File: config.mk
export PLATFORM = sky130hd
export DESIGN_NAME = fdtd_src_ctrl
export DESIGN_NICKNAME = d
export VERILOG_FILES = /design/src/rtl/fdtd_src_ctrl.sv
export SDC_FILE = /design/constraint.sdc
export NUM_CORES = 1
export LEC_CHECK = 0
export BUFFER_PORTS_ARGS = -buffer_cell sky130_fd_sc_hd__buf_2
export CAP_MARGIN = 20
export CORE_MARGIN = 2
export CORE_UTILIZATION = 30
export DETAILED_ROUTE_END_ITERATION = 6
export GPL_TIMING_DRIVEN = 1
export SKIP_LAST_GASP = 1
export SYNTH_ARGS = -nofsm -noshare
export SYNTH_HDL_FRONTEND = slang
export SYNTH_SLANG_ARGS = --single-unit
File: constraint.sdc
create_clock -name CLK -period 3.6 [get_ports CLK]
set_input_delay 0.36 -clock CLK [delete_from_list [all_inputs] [get_ports CLK]]
set_output_delay 0.36 -clock CLK [all_outputs]
set_load 0.005 [all_outputs]
File: src/rtl/fdtd_src_ctrl.sv
// FDTD soft-source sequencer: fetches Jz for a step, streams each source cell's Ez
// through the source datapath and writes the result back. Optional macro: FDTD_SRC_SKIP_ZERO_EN.
// Ports: CLK/RST; start,time_step,n_src -> busy,done; cfg_we/idx/addr source table;
//        jz_rd_*, ez_rd_*, ez_wr_* memory side; dp_clken, dp_ez_c, dp_jz, dp_ez_n datapath side.
module fdtd_src_ctrl #(
  parameter int FDTD_DATA_WIDTH = 32,
  parameter int ADDR_WIDTH      = 12,
  parameter int N_SRC_MAX       = 16,
  parameter int SRC_IDX_W       = 4,
  parameter int T_WIDTH         = 16,
  parameter int CALC_LAT        = 4
) (
  input  logic                       CLK,
  input  logic                       RST,
  input  logic                       start,
  input  logic [T_WIDTH-1:0]         time_step,
  input  logic [SRC_IDX_W:0]         n_src,
  output logic                       busy,
  output logic                       done,
  input  logic                       cfg_we,
  input  logic [SRC_IDX_W-1:0]       cfg_idx,
  input  logic [ADDR_WIDTH-1:0]      cfg_addr,
  output logic                       jz_rd_en,
  output logic [T_WIDTH-1:0]         jz_rd_addr,
  input  logic [FDTD_DATA_WIDTH-1:0] jz_rd_data,
  output logic                       ez_rd_en,
  output logic [ADDR_WIDTH-1:0]      ez_rd_addr,
  input  logic [FDTD_DATA_WIDTH-1:0] ez_rd_data,
  output logic                       dp_clken,
  output logic [FDTD_DATA_WIDTH-1:0] dp_ez_c,
  output logic [FDTD_DATA_WIDTH-1:0] dp_jz,
  input  logic [FDTD_DATA_WIDTH-1:0] dp_ez_n,
  output logic                       ez_wr_en,
  output logic [ADDR_WIDTH-1:0]      ez_wr_addr,
  output logic [FDTD_DATA_WIDTH-1:0] ez_wr_data
);

  typedef enum logic [2:0] {
    IDLE, JZ_RD, JZ_CAP, ISSUE, DRAIN, FIN
  } state_t;

  localparam logic [SRC_IDX_W:0] N_MAX = (SRC_IDX_W+1)'(N_SRC_MAX);
  localparam logic [SRC_IDX_W:0] ONE   = (SRC_IDX_W+1)'(1);

  state_t state;
  state_t state_nxt;

  logic [ADDR_WIDTH-1:0]      tab [N_SRC_MAX];
  logic [T_WIDTH-1:0]         ts_q;
  logic [SRC_IDX_W:0]         n_q;
  logic [SRC_IDX_W:0]         k_q;
  logic [SRC_IDX_W:0]         n_clamp;
  logic [FDTD_DATA_WIDTH-1:0] jz_q;
  logic [CALC_LAT:0]          dl_v;
  logic [ADDR_WIDTH-1:0]      dl_a [CALC_LAT+1];
  logic                       last_issue;
  logic                       last_wr;

  assign n_clamp    = (n_src > N_MAX) ? N_MAX : n_src;
  assign last_issue = (k_q == n_q - ONE);
  // reads stop before DRAIN, so the stream ends when only the oldest slot is live
  assign last_wr    = dl_v[CALC_LAT] && (dl_v[CALC_LAT-1:0] == '0);

  always_ff @(posedge CLK) begin
    if (RST) state <= IDLE;
    else     state <= state_nxt;
  end

  always_comb begin
    state_nxt = state;
    unique case (state)
      IDLE:   if (start) state_nxt = (n_clamp == '0) ? FIN : JZ_RD;
      JZ_RD:  state_nxt = JZ_CAP;
`ifdef FDTD_SRC_SKIP_ZERO_EN
      JZ_CAP: state_nxt = (jz_rd_data == '0) ? FIN : ISSUE;
`else
      JZ_CAP: state_nxt = ISSUE;
`endif
      ISSUE:  if (last_issue) state_nxt = DRAIN;
      DRAIN:  if (last_wr) state_nxt = FIN;
      FIN:    state_nxt = IDLE;
      default: state_nxt = IDLE;
    endcase
  end

  always_comb begin
    busy     = (state != IDLE);
    jz_rd_en = (state == JZ_RD);
    ez_rd_en = (state == ISSUE);
    dp_clken = (state == ISSUE) || (state == DRAIN);
    done     = (state == FIN);
  end

  always_ff @(posedge CLK) begin
    if (cfg_we && !busy) tab[cfg_idx] <= cfg_addr;
  end

  always_ff @(posedge CLK) begin
    if (RST) begin
      ts_q <= '0;
      n_q  <= '0;
      k_q  <= '0;
      jz_q <= '0;
      dl_v <= '0;
      for (int i = 0; i <= CALC_LAT; i++) dl_a[i] <= '0;
    end else begin
      if (state == IDLE && start) begin
        ts_q <= time_step;
        n_q  <= n_clamp;
      end
      if (state == JZ_CAP) jz_q <= jz_rd_data;
      if (state == ISSUE) k_q <= k_q + ONE;
      else                k_q <= '0;
      // one slot per read; the write leaves 1+CALC_LAT cycles later
      dl_v    <= {dl_v[CALC_LAT-1:0], ez_rd_en};
      dl_a[0] <= ez_rd_addr;
      for (int i = 1; i <= CALC_LAT; i++) dl_a[i] <= dl_a[i-1];
    end
  end

  assign jz_rd_addr = ts_q;
  assign ez_rd_addr = tab[k_q[SRC_IDX_W-1:0]];
  assign dp_ez_c    = ez_rd_data;
  assign dp_jz      = jz_q;
  assign ez_wr_en   = dl_v[CALC_LAT];
  assign ez_wr_addr = dl_a[CALC_LAT];
  assign ez_wr_data = dp_ez_n;

endmodule
== Word level (Yosys, flattened, before mapping) ==
Memory sizes are Yosys's and may differ from the RTL's. A register that Yosys moved wholly into a read port is not among the register bits.
Cells that the tools add are included.

* Equal/unequal tests: 9
* Bitwise logic cells: 6
* $add $sub $neg: 2
* Magnitude comparators: 1
* Multiplexer cells: 17
* Reduce and logical (&&, ||, !) cells: 11

{| class="wikitable"
|+ Operator list
! kind !! number
|-
| $mux W12 || 5
|-
| $pmux W3 S5 || 1
|-
| $mux W3 || 4
|-
| $eq A3 B2 Y1 const B || 2
|-
| $eq A3 B3 Y1 const B || 2
|-
| $add A5 B1 Y5 const B || 1
|-
| $eq A5 B5 Y1 || 1
|-
| $gt A5 B5 Y1 const B || 1
|-
| $logic_not A5 Y1 || 1
|-
| $mux W1 || 5
|-
| $mux W5 || 1
|-
| $or A1 B1 Y1 || 5
|-
| $sub A5 B1 Y5 const B || 1
|-
| $logic_not A4 Y1 || 1
|-
| $mux W4 || 1
|-
| $ne A2 B2 Y1 const B || 2
|-
| $eq A3 B1 Y1 const B || 1
|-
| $logic_and A1 B1 Y1 || 3
|-
| $logic_not A3 Y1 || 1
|-
| $reduce_and A3 Y1 || 1
|-
| $reduce_bool A3 Y1 || 1
|-
| $ne A2 B1 Y1 const B || 1
|-
| $reduce_or A2 Y1 || 1
|-
| $logic_not A1 Y1 || 1
|-
| other kinds (2) || 2
|}

* Input bits: 137
* Flip-flop bits (word level): 66
* Memories: 2
* Output and inout port bits: 142
* Bits in writable memories: 252
* Logic and storage cells: 54

{| class="wikitable"
|+ Memories
! memory !! words !! width !! read ports !! clocked after Yosys merged registers in !! wr ports !! line !! source
|-
| tab || 16 || 12 || 1 || 1 || 1 || 48 || <nowiki>logic [ADDR_WIDTH-1:0] tab [N_SRC_MAX];</nowiki>
|-
| dl_a || 5 || 12 || 5 || 0 || 5 || 55 || <nowiki>logic [ADDR_WIDTH-1:0] dl_a [CALC_LAT+1];</nowiki>
|}

== Logic depth before layout (Yosys ltp) ==
Gate-level depths: netlist (run 1).

* Word-level depth: 6
* Gate-level depth with buffers: 7
* Depth with buffers taken out: 7

== Worst setup path after synthesis (run 1) ==
OpenSTA, ideal clock, no wires.

* Kind: flip-flop to flip-flop
* Start point: register state[1]
* End point: memory tab[0][0] (enable)
* Slack: 1.045 ns
* Setup time: 0.396 ns
* Path buffers: 1
* Data required time: 3.204 ns
* Stages on the path, launching flop included: 6
* Data arrival time: 2.159 ns
* Period minus slack after synthesis: 2.555 ns
* Cell sequence: dfxtp_1 clkbuf_1 nor3_1 nand2_1 or3_1 nor3_1

* Longest elaborated chain between the ends: 5

{| class="wikitable"
|+ RTL lines
! item !! line !! source
|-
| from (decl) || 45 || <nowiki>state_t state;</nowiki>
|-
| from (signal assigned) || 66 || <nowiki>else state <= state_nxt;</nowiki>
|-
| $reduce_bool A3 Y1 || 87 || <nowiki>busy = (state != IDLE);</nowiki>
|-
| $logic_not A1 Y1 || 95 || <nowiki>if (cfg_we && !busy) tab[cfg_idx] <= cfg_addr;</nowiki>
|-
| $logic_and A1 B1 Y1 || 95 ||
|-
| $mux W1 || 95 ||
|-
| $mux W1 (not written as such) || 95 ||
|-
| to (decl) || 48 ||
|}

No other way between the ends.

==> flow_metrics.tcl, run 1 <==
set metrics [dict create \
    hp-start "jz_rd_data[10]" \
    synth.net_count 947 \
    layout_common_cells "192 x edfxtp_1, 149 x buf_2, 124 x dfxtp_1" \
    synthSimpleGateAreaFrac_pct 10.07 \
    dieArea_mm2 0.04189 \
    crit_path_end_kind "output port" \
    cp.depth 4 \
    hold_viol_final 0 \
    start_util_pct 30.41 \
    power-per-cell-area_mw_per_mm2 641.4 \
    ir_worst_vdd_mv 0.3966 \
    whs_path_depth 3 \
    synth_xor_area_share_pct 0.5800 \
    detail-route-antenna-nets 0 \
    cts_buffers 37 \
    rr_startpoint "k_q[0]$_SDFF_PP0_" \
    synth_cell_types 38 \
    grtUsageMet3_pct 3.404 \
    avgSynthCellArea_um2 14.95 \
    cts_tree "done" \
    p_leak_nw 5.078 \
    crit_required_ns 3.24 \
    multiInputGateArea_mm2 0.002995 \
    clk_latency_ns 0.56 \
    async_flop_share_pct 0 \
    hold_path_class "input port to flop" \
    clk_pin_slew_ns 0.05 \
    fin_worst_skew_ns 0.02078 \
    post-dp-hpwl_mm 19.78 \
    grtUsageMet1_pct 16.94 \
    drc 0 \
    post-cts-setup-buffer-count 0 \
    synthAdderAreaFrac_pct 0.2071 \
    grt_usage_pct 14.12 \
    clockBufferDepth 3 \
    cp_top_family "multiplexers" \
    met2_usage_pct 22.95 \
    grt_max_degree 50 \
    crit_type "flop to output port" \
    cpPeakStageDelay_ns 0.64 \
    slew_headroom_pct 28.54 \
    startpoint_type "flop" \
    worstMarginPinSlew_ns 1.070 \
    wl_per_cell_um 20.39 \
    fill_cells 3805 \
    path_max_fanout 22 \
    gp_congestion 0.7515 \
    fp.coreArea_mm2 0.03973 \
    cts.sinks 318 \
    first_global_vias 6622 \
    synth_area_mm2 0.01208 \
    mostFrequentLayoutCell "edfxtp_1" \
    status "complete, no violations" \
    cts-root-buf "clkbuf_16" \
    postLayoutCellArea_mm2 0.01430 \
    synth_seq_cells 318 \
    via_per_inst 4.485 \
    rows 73 \
    drt_iter0_drc 417 \
    die_w_um 204.7 \
    diodes 0 \
    netlist_instances 808 \
    slew_violations 0 \
    cp-startpoint "k_q[0]$_SDFF_PP0_" \
    synth_warnings 0 \
    portBuffers 150 \
    maxCapViolCount 0 \
    setup_violations 0 \
    num_io_pins 279 \
    ctsHoldBuffers 0 \
    nets 1045 \
    syn_to_final_growth_pct 18.35 \
    crit_top_cell "mux4_2" \
    synth_enable_flop_cells 192 \
    dr.pass1.iters 4 \
    synth_compound_area_share_pct 2.755 \
    rsz0062_at_grt "no" \
    finalPower_w 0.009171 \
    worstPathCellList "buf_4 -> mux4_2 -> mux4_2 -> buf_2" \
    setup_tns_ns 0 \
    fp.dieH_um 204.7 \
    antenna_found_initial 1 \
    muxShareOfSynthArea_pct 11.18 \
    synth_top_family_by_area "multiplexers" \
    yosysSeqAreaShare_pct 68.60 \
    min_period_ns 3.085 \
    totalWireLength_mm 29.75 \
    finalCritPeriodShare_pct 85.68 \
    cts_resized 0 \
    crit_path_top_delay_cell "dfxtp_4" \
    worst-path-buf-inv 2 \
    cts.htree.levels 2 \
    grt_overflow 0 \
    seqCellArea_mm2 0.008293 \
    top_usage_layer "met2" \
    synth_flop_cell "edfxtp_1" \
    grt_pass1_wl_mm 42.97 \
    r2r_cells 4 \
    num_vias 6544 \
    r2r_slack_ns 1.31 \
    timing.fmax_mhz 324.2 \
    drive_gt1_share_pct 33.19 \
    crit_arrival_ns 2.72 \
    placed_cell_area_mm2 0.01297 \
]
==> synthesized netlist by cell type (all sizes together), types with 3 or more instances <==
cell    instances  area share, %
nand2b          3           0.16
nor2b          65            4.1
nand3           4           0.17
nor2           22           0.68
xnor2           5           0.36
mux4           60             11
dfxtp         126             21
clkbuf         27           0.84
edfxtp        192             48
buf            91            5.6
nand3b          6           0.37
nand2         113            3.5
inv             5           0.16
and2            4           0.21
nor3            8           0.33
xor2            3           0.22
a21oi          55            2.3
==> final timing paths <==
kind | to
worst max-delay path | ez_rd_addr[7]
worst min-delay path | dp_jz[10]$_SDFFE_PP0P_
worst max register to register | dl_a[0][7]$_SDFF_PP0_
worst min register to register | dl_a[0][50]$_SDFF_PP0_
==> layer usage <==
layer  vias to the layer above  routed length (um)
met3                        99                2222
met1                      3187               11560
met5                         -                  13
met4                         2                1588
met2                       231               14370
li1                       3025                   -
==> logic make-up (layout without fill, tap and decap cells) <==
family          Yosys count  after routing
flops                   318            318
simple gates            234            234
buf+inv                 123            249
compound gates           63             63
mux                      60             60
xor+xnor                  8              8
fa+ha+maj                 2              2
==> tightest hold or removal path, cell delays in order <==
cell and delay [ns]:
buf_2 0.09, nand2_1 0.04, a21oi_1 0.05
==> where the power goes <==
part	leakage [nW]	internal, W	total (W)	switching [W]
sequential	2.76	0.00406	0.00419	0.000122
clock	0.630	0.00244	0.00397	0.00152
combinational	1.69	0.000424	0.00102	0.000596
==> stage by stage <==
stage	utilization, %	cells	setup WS [ns]	hold WS [ns]
detailed placement	32.64	1391	1.034	0.4277
finish	35.99	1459	0.5154	0.05329
floorplan	-	808	1.045	0.4138
global route	35.99	1459	0.3306	0.04008
global placement	32.57	1390	1.056	0.4267
CTS	35.95	1458	0.4307	0.01528
==> registers in the layout (all words and copies together), names as in the netlist <==
register	count
dl_v	5
jz_rd_addr	16
n_q	5
dp_jz	32
dl_a	60
tab	192
state	3
k_q	5
==> layout make-up <==
cell class / instances / share of cell area (%)
clock buffer: 49 / 7.070
clock inverter: 18 / 2.118
inverter: 5 / 0.1313
multi-input combinational: 367 / 20.95
sequential: 318 / 58.00
tap: 525 / 4.594
timing repair buffer: 177 / 7.140
(Power assumes the default switching activity.)
==> inputs of run 2 (changes only) <==
--- a/constraint.sdc
+++ b/constraint.sdc
@@ -3,2 +3,2 @@
 set_output_delay 0.36 -clock CLK [all_outputs]
-set_load 0.005 [all_outputs]
+set_load 0.05 [all_outputs]
==> run 2 against run 1 <==
Core utilization fell by 0.32 points. Hold slack gained 0.013 ns. Wire length is 0.38% lower. Die area stayed put. Count of clock-buffer cells in the layout is 1 higher. Largest power group unchanged.
==> flow_metrics.tcl, run 2 (synthesis results as in run 1) <==
set metrics [dict create \
    path_max_fanout 23 \
    setup_violations 0 \
    largest_register_ffs 192 \
    crit_arrival_ns 2.76 \
    drc 0 \
    totalWireLength_mm 29.64 \
    cts.htree.levels 2 \
    fp.dieH_um 204.7 \
    clk_latency_ns 0.55 \
    ir_worst_vdd_mv 0.3520 \
    whs_path_depth 3 \
    hold_path_class "input port to flop" \
    final_core_util_pct 35.66 \
    clockBufferDepth 3 \
    post-cts-setup-buffer-count 0 \
    crit_top_cell "mux4_2" \
    slew_violations 0 \
    mostFrequentLayoutCell "edfxtp_1" \
    regMostFlops "tab" \
    first_global_vias 6679 \
    cts.sinks 318 \
    via_per_inst 4.459 \
    diodes 0 \
    die_w_um 204.7 \
    startpoint_type "flop" \
    gp_congestion 0.7406 \
    rr_startpoint "k_q[0]$_SDFF_PP0_" \
    maxCapViolCount 0 \
    fill_cells 3851 \
    num_vias 6515 \
    grt_pass1_wl_mm 42.98 \
    grt_overflow 0 \
    wl_per_cell_um 20.28 \
    p_leak_nw 5.043 \
    cts-root-buf "clkbuf_16" \
    num_io_pins 279 \
    endpoint "ez_rd_addr[11]" \
    start_util_pct 30.41 \
    fin_worst_skew_ns 0.02072 \
    syn_to_final_growth_pct 17.28 \
    rows 73 \
    crit_required_ns 3.24 \
    cpPeakStageDelay_ns 0.62 \
    rsz0062_at_grt "no" \
    power-per-cell-area_mw_per_mm2 651.4 \
    layout_common_cells "192 x edfxtp_1, 149 x buf_2, 124 x dfxtp_1" \
    r2r_slack_ns 1.33 \
    worstMarginPinSlew_ns 0.9291 \
    cp-startpoint "k_q[0]$_SDFF_PP0_" \
    dieArea_mm2 0.04189 \
    fin_cells 1461 \
    grt_usage_pct 14.09 \
    crit_path_top_delay_cell "dfxtp_4" \
    hold_viol_final 0 \
    post-dp-hpwl_mm 20.00 \
    setup_tns_ns 0 \
    worstPathCellList "buf_4 -> mux4_2 -> mux4_2 -> buf_2" \
    dp.cells 1395 \
    ctsHoldBuffers 0 \
    crit_path_end_kind "output port" \
    min_period_ns 3.118 \
    drive_gt1_share_pct 33.01 \
    timing.fmax_mhz 320.7 \
    cts_tree "done" \
    finalCritPeriodShare_pct 86.61 \
    fp.coreArea_mm2 0.03973 \
    clk_pin_slew_ns 0.06 \
    r2r-end "dl_a[0][11]$_SDFF_PP0_" \
    status "complete, no violations" \
    slew_headroom_pct 37.98 \
    portBuffers 150 \
    nets 1048 \
    cts_resized 0 \
    r2r_cells 4 \
    dr.pass1.iters 7 \
    cts_buffers 36 \
    detail-route-antenna-nets 0 \
    antenna_found_initial 2 \
    drt_iter0_drc 395 \
    grt_max_degree 64 \
    crit_type "flop to output port" \
]
[run 2: cell types whose count changed in the layout (fill, tap and decap cells not counted)]
| cell | change |
|---|---|
| buf_4 | +4 |
| bufinv_16 | -4 |
| clkbuf_1 | +1 |
| clkbuf_16 | -1 |
| clkbuf_8 | +1 |
| clkinv_1 | +2 |
| clkinv_16 | -1 |
| clkinv_2 | +4 |
| clkinvlp_4 | -3 |
| inv_4 | -1 |
[run 2: worst max-delay path, delay by kind of cell (launching register included)]
kind	cells	cell delay [ns]
buf+inv	2	0.54
mux	2	1.04
flops	1	0.62
[run 2: worst min path at each step]
stage	end	start	slack [ns]
after floorplan	dl_a[0][12]$_SDFF_PP0_	dl_a[0][0]$_SDFF_PP0_	0.41
after global placement	dl_a[0][15]$_SDFF_PP0_	dl_a[0][3]$_SDFF_PP0_	0.42
after detailed placement	dl_a[0][58]$_SDFF_PP0_	dl_a[0][46]$_SDFF_PP0_	0.42
after CTS	dp_jz[10]$_SDFFE_PP0P_	jz_rd_data[10]	0.03
after global routing	jz_rd_addr[2]$_SDFFE_PP0P_	time_step[2]	0.06
final	dp_jz[10]$_SDFFE_PP0P_	jz_rd_data[10]	0.07
[run 2: metal layers]
layer | vias to the layer above | track usage, % | routed length [um]
li1 | 3035 | - | -
met1 | 3180 | 16.57 | 11310
met2 | 202 | 24.13 | 14950
met3 | 94 | 3.182 | 2058
met4 | 4 | 7.195 | 1292
met5 | - | 0 | 27
[run 2: layout make-up]
class / instances / area [um2] / area share, %
clock buffer: 50 / 1003 / 7.082
clock inverter: 15 / 151.4 / 1.068
inverter: 5 / 18.77 / 0.1325
multi-input combinational: 367 / 2995 / 21.14
sequential: 318 / 8293 / 58.53
tap: 525 / 656.9 / 4.636
timing repair buffer: 181 / 1051 / 7.417
[run 2: stage by stage]
step | setup WS, ns | power (W) | area, um2 | hold slack [ns]
global route | 0.3133 | 0.009638 | 14170 | 0.05683
CTS | 0.3847 | 0.009366 | 14150 | 0.03336
detailed placement | 0.9707 | 0.005778 | 13000 | 0.4243
global placement | 0.9953 | 0.005735 | 12970 | 0.4221
finish | 0.4820 | 0.009231 | 14170 | 0.06649
floorplan | 1.045 | 0.005487 | 12080 | 0.4138
[run 2: power breakdown]
part | leakage, nW | switching, W | total [W] | internal [W]
logic | 1.71 | 0.00107 | 0.00149 | 0.000429
clock network | 0.572 | 0.00145 | 0.00355 | 0.00211
registers | 2.76 | 0.000120 | 0.00418 | 0.00406
total | 5.04 | 0.00263 | 0.00923 | 0.00660
